==> src/rtl/mult_pkg.sv <==
// mult_pkg
// Purpose : Shared definitions for the 8-bit signed add-shift multiplier.
//           The control FSM and the datapath both import this package, so the
//           op-code encodings and the default operand width live in one place.
// Contents: MULT_W_DEFAULT - default operand width
//           op_e           - 3-bit op codes issued by the FSM each cycle
//           cnt_width()    - width of a counter that must hold 0..w
package mult_pkg;

  localparam int MULT_W_DEFAULT = 8;

  // Codes 101-111 are not named; the datapath treats them as "hold".
  typedef enum logic [2:0] {
    OP_LOAD   = 3'b000,
    OP_SHIFT  = 3'b001,
    OP_ADD    = 3'b010,
    OP_SUB    = 3'b011,
    OP_CLR_XA = 3'b100
  } op_e;

  // The shift counter has to reach the value w itself, hence w+1 states.
  function automatic int cnt_width(input int w);
    return $clog2(w + 1);
  endfunction

endpackage : mult_pkg

==> src/rtl/add_sub_unit.sv <==
// add_sub_unit
// Purpose : (W+1)-bit ripple-carry adder/subtractor used by the multiplier
//           datapath to form {X,A} +/- {S_sign,S}.
// Ports   : i_a   in  W+1  first operand (sign-extended A)
//           i_b   in  W+1  second operand (sign-extended switch value)
//           i_sub in  1    1 = subtract (i_a - i_b), 0 = add
//           o_sum out W+1  two's complement result, carry out discarded
module add_sub_unit
  import mult_pkg::*;
#(
  parameter int W = MULT_W_DEFAULT
) (
  input  logic [W:0] i_a,
  input  logic [W:0] i_b,
  input  logic       i_sub,
  output logic [W:0] o_sum
);

  logic [W:0] w_b_op;
  logic [W:0] w_carry;

  // Subtraction is a + ~b + 1: invert b and feed the 1 in as carry-in.
  assign w_b_op     = i_b ^ {(W + 1){i_sub}};
  assign w_carry[0] = i_sub;

  genvar g;
  generate
    for (g = 0; g <= W; g++) begin : g_bit
      assign o_sum[g] = i_a[g] ^ w_b_op[g] ^ w_carry[g];
      // The carry out of the top bit is never needed, so the chain stops there.
      if (g < W) begin : g_carry
        assign w_carry[g + 1] = (i_a[g] & w_b_op[g]) |
                                (i_a[g] & w_carry[g]) |
                                (w_b_op[g] & w_carry[g]);
      end
    end
  endgenerate

endmodule : add_sub_unit

==> src/rtl/mult_datapath.sv <==
// mult_datapath
// Purpose : Register/arithmetic datapath of the 8-bit signed add-shift
//           multiplier. Executes the FSM op code every cycle on the X, A and B
//           registers. ADD/SUB/SHIFT are only honoured inside a run window
//           opened by a Run rising edge and closed after W shifts, so idle
//           shift codes from the FSM cannot disturb a finished product.
// Ports   : Clk     in  1  system clock, rising edge
//           Reset_n in  1  synchronous active-low reset
//           Op      in  3  op code (LOAD/SHIFT/ADD/SUB/CLEAR_XA, others hold)
//           Run     in  1  start request, only its rising edge matters
//           Sw      in  W  multiplier on LOAD, multiplicand on ADD/SUB
//           Aval    out W  A register (upper product)
//           Bval    out W  B register (multiplier / lower product)
//           X       out 1  sign-extension register
//           M       out 1  B[0], fed back to the FSM
//           Busy    out 1  run window open
//           Done    out 1  W shifts completed since last LOAD/CLEAR_XA
module mult_datapath
  import mult_pkg::*;
#(
  parameter int W = MULT_W_DEFAULT
) (
  input  logic         Clk,
  input  logic         Reset_n,
  input  logic [2:0]   Op,
  input  logic         Run,
  input  logic [W-1:0] Sw,
  output logic [W-1:0] Aval,
  output logic [W-1:0] Bval,
  output logic         X,
  output logic         M,
  output logic         Busy,
  output logic         Done
);

  localparam int CW = cnt_width(W);

  logic [W-1:0] r_a;
  logic [W-1:0] r_b;
  logic         r_x;
  logic         r_busy;
  logic         r_done;
  logic         r_run_q;
  logic [CW-1:0] r_cnt;

  logic         w_start;
  logic         w_sub;
  logic [W:0]   w_sum;

  // A start needs a fresh Run edge and an idle, not-yet-finished datapath;
  // after Done the FSM must LOAD or CLEAR_XA before another run can begin.
  assign w_start = Run & ~r_run_q & ~r_busy & ~r_done;
  assign w_sub   = (Op == OP_SUB);

  add_sub_unit #(.W(W)) u_add_sub (
    .i_a   ({r_a[W-1], r_a}),
    .i_b   ({Sw[W-1], Sw}),
    .i_sub (w_sub),
    .o_sum (w_sum)
  );

  // Main register update. Priority: reset, then LOAD/CLEAR_XA (which abort a
  // run and swallow a coincident start), then start, then the gated ops. The
  // op presented in the start cycle is ignored since Busy is still 0 there.
  always_ff @(posedge Clk) begin
    if (!Reset_n) begin
      r_a     <= '0;
      r_b     <= '0;
      r_x     <= 1'b0;
      r_busy  <= 1'b0;
      r_done  <= 1'b0;
      r_cnt   <= '0;
      r_run_q <= 1'b0;
    end else begin
      r_run_q <= Run;
      if (Op == OP_LOAD) begin
        r_b    <= Sw;
        r_a    <= '0;
        r_x    <= 1'b0;
        r_cnt  <= '0;
        r_busy <= 1'b0;
        r_done <= 1'b0;
      end else if (Op == OP_CLR_XA) begin
        r_a    <= '0;
        r_x    <= 1'b0;
        r_cnt  <= '0;
        r_busy <= 1'b0;
        r_done <= 1'b0;
      end else if (w_start) begin
        r_busy <= 1'b1;
      end else if (r_busy) begin
        case (Op)
          OP_ADD, OP_SUB: begin
            {r_x, r_a} <= w_sum;
          end
          OP_SHIFT: begin
            if (r_cnt < CW'(W)) begin
              r_a   <= {r_x, r_a[W-1:1]};
              r_b   <= {r_a[0], r_b[W-1:1]};
              r_cnt <= r_cnt + 1'b1;
              // The W-th shift closes the window and flags completion together.
              if (r_cnt == CW'(W - 1)) begin
                r_busy <= 1'b0;
                r_done <= 1'b1;
              end
            end
          end
          default: begin
          end
        endcase
      end
    end
  end

  assign Aval = r_a;
  assign Bval = r_b;
  assign X    = r_x;
  assign M    = r_b[0];
  assign Busy = r_busy;
  assign Done = r_done;

endmodule : mult_datapath

==> config.mk <==
export PLATFORM = sky130hd
export DESIGN_NAME = mult_datapath
export DESIGN_NICKNAME = d
export VERILOG_FILES = /design/src/rtl/mult_pkg.sv /design/src/rtl/add_sub_unit.sv /design/src/rtl/mult_datapath.sv
export SDC_FILE = /design/constraint.sdc
export NUM_CORES = 1
export LEC_CHECK = 0
export BUFFER_PORTS_ARGS = -buffer_cell sky130_fd_sc_hd__buf_2
export CAP_MARGIN = 20
export CORE_ASPECT_RATIO = 1.1
export CORE_UTILIZATION = 56
export CTS_CLUSTER_DIAMETER = 80
export DETAILED_ROUTE_END_ITERATION = 10
export GPL_TIMING_DRIVEN = 0
export PLACE_DENSITY = 0.79
export SYNTH_ARGS = -nofsm -noshare
export SYNTH_HDL_FRONTEND = slang
export SYNTH_SLANG_ARGS = --single-unit
==> constraint.sdc <==
create_clock -name Clk -period 6.9 [get_ports Clk]
set_clock_uncertainty 0.05 [all_clocks]
set_input_delay 0.345 -clock Clk [delete_from_list [all_inputs] [get_ports Clk]]
set_output_delay 0.345 -clock Clk [all_outputs]
set_load 0.01 [all_outputs]
# ---- Yosys cells after proc, flatten, opt, wreduce, memory -nomap -nowiden
# Index checks and enable logic that the tools add are counted.
dict set report classes {
  eq_ne 8
  n_bitwise 67
  n_lt_le_gt_ge 1
  n_mux 13
  reduce_logical 12
  add_sub_neg 1
}
# operator n
set ops {}
lappend ops {{two-way mux 8 bit} 7}
lappend ops {{AND 1 bit} 27}
lappend ops {{bitwise XOR 1 bit} 18}
lappend ops {{bitwise OR 1 bit} 16}
lappend ops {{case mux 8 bit (2 select lines)} 1}
lappend ops {{AND reduction 5 bit} 2}
lappend ops {{bitwise XOR 9 bit} 1}
lappend ops {{AND reduction 4 bit} 2}
lappend ops {{nonzero test 2 bit} 4}
lappend ops {{equality test 3 x 2 -> 1 bit, second input constant} 2}
lappend ops {{two-way mux 1 bit} 5}
lappend ops {{NOT 1 bit} 5}
lappend ops {{adder 4 x 1 -> 4 bit, second input constant} 1}
lappend ops {{equality test 4 x 3 -> 1 bit, second input constant} 1}
lappend ops {{< comparator 4 bit, second input constant} 1}
lappend ops {{!= test 2 bit, second input constant} 2}
lappend ops {{equality test 3 x 1 -> 1 bit, second input constant} 1}
lappend ops {{equality test 3 bit, second input constant} 1}
lappend ops {{logical NOT 3 bit} 1}
lappend ops {{AND reduction 3 bit} 1}
lappend ops {{OR reduction 3 bit} 1}
lappend ops {{!= test 2 x 1 -> 1 bit, second input constant} 1}
lappend ops {{OR reduction 2 bit} 1}
dict set report totals {
  regBits 24
  output_inout_bits 20
  elab_cells 109
  input_bits 14
}

# ---- Longest topological paths before layout
# Gate-level depths: netlist of the first run.
dict set report logic_depth {
  depth_word 27
  depth_mapped 15
}

# ---- Hierarchy
# From an unflattened synthesis of the first run, not the netlist that was laid out.
dict set report hier_totals {
  hier_cells 159
  area_unflattened_um2 1380.1
}
# mod cells_each instances area_each_um2
set modules_own_cells {}
lappend modules_own_cells {mult_datapath 126 1 1064.8}
lappend modules_own_cells {add_sub_unit 33 1 315.3}

# ---- Worst setup path after synthesis of the first run
# Ideal clock, no wire load.
dict set report synth_timing {
  path_type {input to register}
  startpoint {in Op[1]}
  endpoint {reg r_a[7], in the netlist Aval[7]}
  arrival_ps 3714
  path_buffers 1
  t_required_ps 6727
  slack_ps 3014
  path_stages 15
  setup_time_ps 123
  cell_sequence {buf_6 nor2b_1 nand2_2 xnor2_1 fa_1 fa_1 inv_1 fa_1 fa_1 fa_1 fa_1 fa_1 nor2_1 a21oi_1 o21ai_0}
}
dict set report synth_between {
  elab_chain_len 25
  word_cells_on_any_way 49
  cone_classes {eq/ne: 5; mux: 1; bitwise: 38; reduce/logical: 5}
}
# element line
set synth_lines {}
lappend synth_lines {{from (decl)} mult_datapath.sv:25} ;# input logic [2:0] Op,
lappend synth_lines {{equality test 3 x 2 -> 1 bit} {mult_datapath.sv:53, mult_datapath.sv:92}}
lappend synth_lines {{bitwise XOR 9 bit} add_sub_unit.sv:23} ;# assign w_b_op = i_b ^ {(W + 1){i_sub}};
lappend synth_lines {{AND 1 bit} add_sub_unit.sv:32} ;# assign w_carry[g + 1] = (i_a[g] & w_b_op[g]) |
lappend synth_lines {{bitwise OR 1 bit} add_sub_unit.sv:32}
lappend synth_lines {{bitwise OR 1 bit} add_sub_unit.sv:33} ;# (i_a[g] & w_carry[g]) |
lappend synth_lines {{AND 1 bit} add_sub_unit.sv:33}
lappend synth_lines {{bitwise OR 1 bit} add_sub_unit.sv:32}
lappend synth_lines {{bitwise OR 1 bit} add_sub_unit.sv:33}
lappend synth_lines {{[... 9 more ...]} --}
lappend synth_lines {{AND 1 bit} add_sub_unit.sv:33}
lappend synth_lines {{bitwise OR 1 bit} add_sub_unit.sv:32}
lappend synth_lines {{bitwise OR 1 bit} add_sub_unit.sv:33}
lappend synth_lines {{AND 1 bit} add_sub_unit.sv:33}
lappend synth_lines {{bitwise OR 1 bit} add_sub_unit.sv:32}
lappend synth_lines {{bitwise OR 1 bit} add_sub_unit.sv:33}
lappend synth_lines {{bitwise XOR 1 bit} add_sub_unit.sv:29} ;# assign o_sum[g] = i_a[g] ^ w_b_op[g] ^ w_carry[g];
lappend synth_lines {{case mux 8 bit (2 select lines)} mult_datapath.sv:92} ;# case (Op)
lappend synth_lines {{to (signal assigned)} mult_datapath.sv:94} ;# {r_x, r_a} <= w_sum;
lappend synth_lines {{to (signal assigned)} mult_datapath.sv:98} ;# r_a <= {r_x, r_a[W-1:1]};
lappend synth_lines {{to (decl)} mult_datapath.sv:38} ;# logic [W-1:0] r_a;
# Several ways; a longest one is shown, not always the timed one.
# A chain may end at the register's enable or synchronous reset.

# ---- Worst setup path after layout of the first run
dict set report layout_timing {
  startpoint {in Op[2]}
  endpoint {reg r_a[7], in the netlist Aval[7]}
}
# The elaborated chain is that of the path after synthesis.

==> flow_metrics.env, run 1 <==
export IMPL_finalCritPeriodShare_pct=56.0
export IMPL_die_area_sq_mm=0.00267
export IMPL_place_congestion=0.806
export IMPL_syn_area_sq_mm=0.00138
export IMPL_cts_resized=0
export IMPL_numPortBuffers=31
export IMPL_start_util_pct=60.2
export IMPL_grt_pass1_wl_um=5090
export IMPL_drv_slew=0
export IMPL_cts_root_buffer="clkbuf_4"
export IMPL_dp_hpwl_um=2290
export IMPL_postCtsSetupRepairBufs=0
export IMPL_fmax_mhz=259
export IMPL_finalSetupViolCount=0
export IMPL_path_buf_inv=2
export IMPL_power_density_mw_per_mm2=173
export IMPL_setup_tns_ns=0
export IMPL_synth_fp_nets=171
export IMPL_fin_nets=207
export IMPL_seq_area_frac_synth_pct=34.8
export IMPL_clkSinkCount=24
export IMPL_crit_path_top_delay_cell="fa_1"
export IMPL_clk_latency_ns=0.33
export IMPL_crit_path_end_kind="register"
export IMPL_hold_path_end="r_run_q"
export IMPL_yosysTopAreaCell="dfxtp_1"
export IMPL_ys_top_cells_by_area="dfxtp_1 35%, fa_1 12%, a21oi_1 6.5%"
export IMPL_switching_power_uw=79.9
export IMPL_leakagePower_nw=0.635
export IMPL_grt_pass1_vias=1117
export IMPL_outcome="completed"
export IMPL_worst_pin_slew_ns=0.551
export IMPL_vias=1182
export IMPL_clockBufferDepth=2
export IMPL_seq_power_share_pct=53.0
export IMPL_cts_buffers=3
export IMPL_pwr_share_comb_pct=19.2
export IMPL_post_route_util_pct=70.2
export IMPL_critical_path_class="primary input to register"
export IMPL_finalHoldViolCount=0
export IMPL_worstPathArrival_ns=4.03
export IMPL_drt_iter0_drc=13
export IMPL_power_clock_fraction_pct=27.8
export IMPL_final_layout_size_suffix_gt1_share_pct=26.2
export IMPL_r2r_start="Aval[0]"
export IMPL_layout_commonest_cell="buf_2"
export IMPL_grt_usage_pct=25.8
export IMPL_rsz0062_at_grt="false"
export IMPL_worstPathRequired_ns=7.07
export IMPL_die_w_um=49.4
export IMPL_ys_warn_count=0
export IMPL_p_int_uw=198
export IMPL_cts_tree="built"
export IMPL_path_cells="buf_2, nor2b_1, nand2_2, o21ai_0, fa_1, fa_1, inv_1, fa_1, fa_1, fa_1, fa_1, fa_1, nor2_1, a21oi_1, o21ai_0"
export IMPL_antennaDiodeCount=0
export IMPL_viasPerCell=5.55
export IMPL_switching_share_pct=28.7
export IMPL_fillers=195
export IMPL_layout_common_cells="31 x buf_2, 24 x dfxtp_1, 18 x a21oi_1"
export IMPL_ioPinCount=34
export IMPL_reg2reg_slack_ns=3.31
export IMPL_min_path_type="primary input to register"
export IMPL_ant_nets=0
export IMPL_ys_ff_latch=24
export IMPL_fin_crit_ns=3.86
export IMPL_drtPass1Iterations=4
export IMPL_rows=18
export IMPL_grt_max_degree=14
export IMPL_netlist_instances=148
export IMPL_cp_top_family="adder cells"
export IMPL_rr_worst_depth=13
export IMPL_cts_htree_levels=1
export IMPL_min_from="Run"
export IMPL_drc_errors=0
export IMPL_peakVddDrop_mv=0.130
export IMPL_cp_start_kind="primary input"
export IMPL_overflow=0
export IMPL_synth_ff_type="dfxtp_1"
export IMPL_areaGrowthSynthToFinish_pct=16.6
export IMPL_async_reset_ff_share_pct=0
export IMPL_synth_edf_count=0
export IMPL_wl_per_cell_um=14.0
export IMPL_postCtsHoldBufs=0
export IMPL_slew_headroom_pct=63.2
export IMPL_die_height_um=54.1
export IMPL_r2r_end="Aval[7]"
export IMPL_maxCapViolCount=0
export IMPL_netlist_area_leader_share_pct=34.8
export IMPL_worstPathMaxFanout=8
export IMPL_clk_pin_slew_worst_paths_ns=0.14
export IMPL_cpPeakStageDelay_ns=0.50
export IMPL_core_area_sq_mm=0.00230
export IMPL_crit_top_cell="fa_1"
export IMPL_antenna_found_initial=0
export IMPL_synth_cell_type_count=32
export IMPL_synth_area_per_cell_sq_um=9.34
export IMPL_hold_depth=2
export IMPL_routed_wl_um=2970
-- registers in the layout, indices dropped and copies added (netlist names) --
signal and count:
Aval 8, Bval 8, r_cnt 4, Busy 1, Done 1, X 1, r_run_q 1
-- per-layer routing --
metal	global-route usage, %	vias up	wire, um
met2	46.6	27	1490
met1	32.2	576	1360
met3	3.39	5	91
met4	8.57	0	36
met5	0	-	0
li1	-	574	-
-- final cells by class --
class                           count  area (sq um)  area share [%]
Buffer                              7          56.3            3.49
Clock buffer                        4          36.3            2.25
Inverter                            8          30.0            1.86
Multi-Input combinational cell    109           816            50.6
Sequential cell                    24           480            29.8
Tap cell                           30          37.5            2.33
Timing Repair Buffer               31           155            9.63
-- power groups by stage --
stage	clock network [mW]	registers (mW)	logic, mW
floorplan	0	0.152	0.0341
global placement	0	0.150	0.0514
detailed placement	0	0.151	0.0532
CTS	0.0772	0.148	0.0535
global route	0.0822	0.149	0.0595
finish	0.0775	0.148	0.0534
-- cells by family (layout without fill, tap and decap cells) --
group | count (synthesis) | after routing | synth area share, %
AO/OA/AOI/OAI | 45 | 45 | 18.6
XOR/XNOR | 9 | 9 | 5.70
adder cells (fa/ha/maj) | 9 | 9 | 12.5
buffers and inverters | 15 | 50 | 6.24
flip-flops | 24 | 24 | 34.8
multiplexers | 9 | 9 | 6.52
AND/OR/NAND/NOR | 37 | 37 | 15.7
-- through the flow --
stage               setup WS, ns  hold slack [ns]  std cells  total power, mW  area [sq um]
global route                2.85            0.188        213            0.290          1610
detailed placement          2.70            0.420        209            0.204          1580
floorplan                   3.01            0.404        148            0.186          1380
CTS                         3.04            0.184        213            0.278          1610
global placement            2.75            0.414        209            0.202          1580
finish                      3.04            0.174        213            0.278          1610
-- how the worst max path moves through the flow --
stage / from / to / cells past startpoint
global route: Op[2] / Aval[7] / 15
global placement: Op[2] / Aval[7] / 15
finish: Op[2] / Aval[7] / 15
detailed placement: Op[2] / Aval[7] / 15
CTS: Op[2] / Aval[7] / 15
floorplan: Op[1] / Aval[7] / 15
-- synth_stat cells (2+ instances only) --
library cell   n
a21oi_1       18
o21a_1         2
a31oi_1        2
nor2_1        12
nor2b_1        3
nand3_1        6
xor2_1         4
buf_6          3
inv_1          8
dfxtp_1       24
fa_1           8
clkbuf_1       2
o21ai_0       15
nand2_1        7
xnor2_1        5
o21ai_1        4
buf_4          2
mux2i_1        9
Note: power is estimated with default switching activity, not from simulation.
==> run 2: changes to the inputs <==
Settings changed: CORE_UTILIZATION 56 to 47, PLACE_DENSITY 0.79 to 0.7.
Clock period 6.9 ns to 3.5 ns, I/O delays scaled along.
==> run 2 against run 1 <==
  * Total power is 97% higher
  * Sequential power rose by 96%
  * Sequential share of layout area down 0.69 points
  * Critical path type is now register to register
==> flow_metrics.env, run 2 (same netlist as run 1, synthesis figures left out) <==
export IMPL_die_height_um=58.9
export IMPL_cts_root_buffer="clkbuf_4"
export IMPL_drv_slew=0
export IMPL_areaGrowthSynthToFinish_pct=20.3
export IMPL_die_area_sq_mm=0.00316
export IMPL_ant_nets=0
export IMPL_overflow=0
export IMPL_worstPathMaxFanout=4
export IMPL_start_util_pct=49.8
export IMPL_fillers=260
export IMPL_peakVddDrop_mv=0.210
export IMPL_slew_headroom_pct=62.4
export IMPL_leakagePower_nw=0.659
export IMPL_drt_iter0_drc=24
export IMPL_crit_path_end_kind="register"
export IMPL_clockBufferDepth=2
export IMPL_clk_pin_slew_worst_paths_ns=0.14
export IMPL_postCtsHoldBufs=0
export IMPL_layout_common_cells="31 x buf_2, 23 x dfxtp_1, 18 x a21oi_1"
export IMPL_critical_path_class="register to register"
export IMPL_die_w_um=53.7
export IMPL_power_density_mw_per_mm2=330
export IMPL_viasPerCell=5.44
export IMPL_core_area_sq_mm=0.00278
export IMPL_routed_wl_um=3040
export IMPL_grt_max_degree=14
export IMPL_grt_pass1_wl_um=4860
export IMPL_total_power_uw=550
export IMPL_seqCellArea_sq_um=484
export IMPL_finalHoldViolCount=0
export IMPL_setup_tns_ns=0
export IMPL_vias=1180
export IMPL_dp_cells=212
export IMPL_final_cell_count_no_fill=217
export IMPL_numPortBuffers=31
export IMPL_drc_errors=0
export IMPL_post_route_util_pct=59.9
export IMPL_final_layout_size_suffix_gt1_share_pct=31.5
export IMPL_rows=20
export IMPL_antenna_found_initial=0
export IMPL_maxCapViolCount=0
export IMPL_cts_buffers=3
export IMPL_clk_latency_ns=0.32
export IMPL_grt_pass1_vias=1099
export IMPL_worstPathRequired_ns=3.67
export IMPL_hold_worst_slack_ns=0.0247
export IMPL_finalSetupViolCount=0
export IMPL_dp_hpwl_um=2290
export IMPL_ioPinCount=34
export IMPL_multiInputGateArea_sq_um=852
export IMPL_cp_start_kind="register"
export IMPL_fmax_mhz=296
export IMPL_rsz0062_at_grt="true"
export IMPL_finalCritPeriodShare_pct=96.6
export IMPL_clkSinkCount=24
export IMPL_wl_per_cell_um=14.0
export IMPL_fin_nets=208
export IMPL_layout_commonest_cell="buf_2"
export IMPL_cts_tree="built"
export IMPL_worst_pin_slew_ns=0.563
export IMPL_worstPathArrival_ns=3.55
export IMPL_antennaDiodeCount=0
export IMPL_drtPass1Iterations=4
export IMPL_place_congestion=0.777
export IMPL_fin_crit_ns=3.38
export IMPL_outcome="completed"
export IMPL_cts_htree_levels=1
export IMPL_grt_usage_pct=21.2
export IMPL_min_path_type="primary input to register"
-- run 2: cell types whose count changed in the layout (fill, tap and decap cells not counted), sizes merged --
cell	delta
buf	+1
-- run 2: cell type report --
cell class	count	area share (%)
clock buffer	4	2.18
tap	33	2.48
inverter	8	1.81
buffer	7	3.39
multi-input combinational	109	51.2
sequential	24	29.1
timing repair buffer	32	9.78
-- run 2: timing repair --
| item | 4_1_cts | 5_1_grt |
|---|---|---|
| setup buffers | 0 | 1 |
| setup endpoints to repair | 1 | 1 |
| pin swaps | 0 | 2 |
| gates resized for setup | 1 | 7 |
| cloned | 0 | 0 |
-- run 2: path summary, 6_finish.rpt --
kind | from | to | slack, ns | depth (start not counted)
setup / recovery | Aval[0] | Aval[7] | 0.12 | 13
hold / removal | Run | r_run_q | 0.02 | 2
setup reg to reg | Aval[0] | Aval[7] | 0.12 | 13
hold reg to reg | X | X | 0.45 | 2
-- run 2: report_power, final --
group          internal [mW]  switching, mW
Combinational         0.0474         0.0614
Clock                 0.0636         0.0869
Sequential             0.282        0.00824
Total                  0.393          0.157
-- run 2: worst max-delay path, cell delays in order, from the launching register on --
cell and delay, ns:
dfxtp_4 0.40, nand2_1 0.07, o21ai_2 0.07, fa_2 0.21, fa_1 0.18, inv_1 0.06, fa_2 0.35, fa_2 0.36
fa_2 0.36, fa_2 0.42, fa_1 0.50, nor2_1 0.05, a21oi_1 0.12, o21ai_1 0.07
-- run 2: per-layer routing --
layer | up-vias | global-route usage, % | routed length (um)
met1 | 571 | 26.4 | 1330
met2 | 25 | 37.0 | 1590
li1 | 580 | - | -
met4 | 0 | 6.39 | 26
met3 | 4 | 3.10 | 94
met5 | - | 0 | 0
-- run 2: through the flow --
stage / worst slack, ns / area [sq um]
floorplan: 0.0124 / 1410
global placement: -0.172 / 1600
detailed placement: -0.284 / 1600
CTS: 0.0195 / 1640
global route: -0.0125 / 1660
finish: 0.117 / 1660
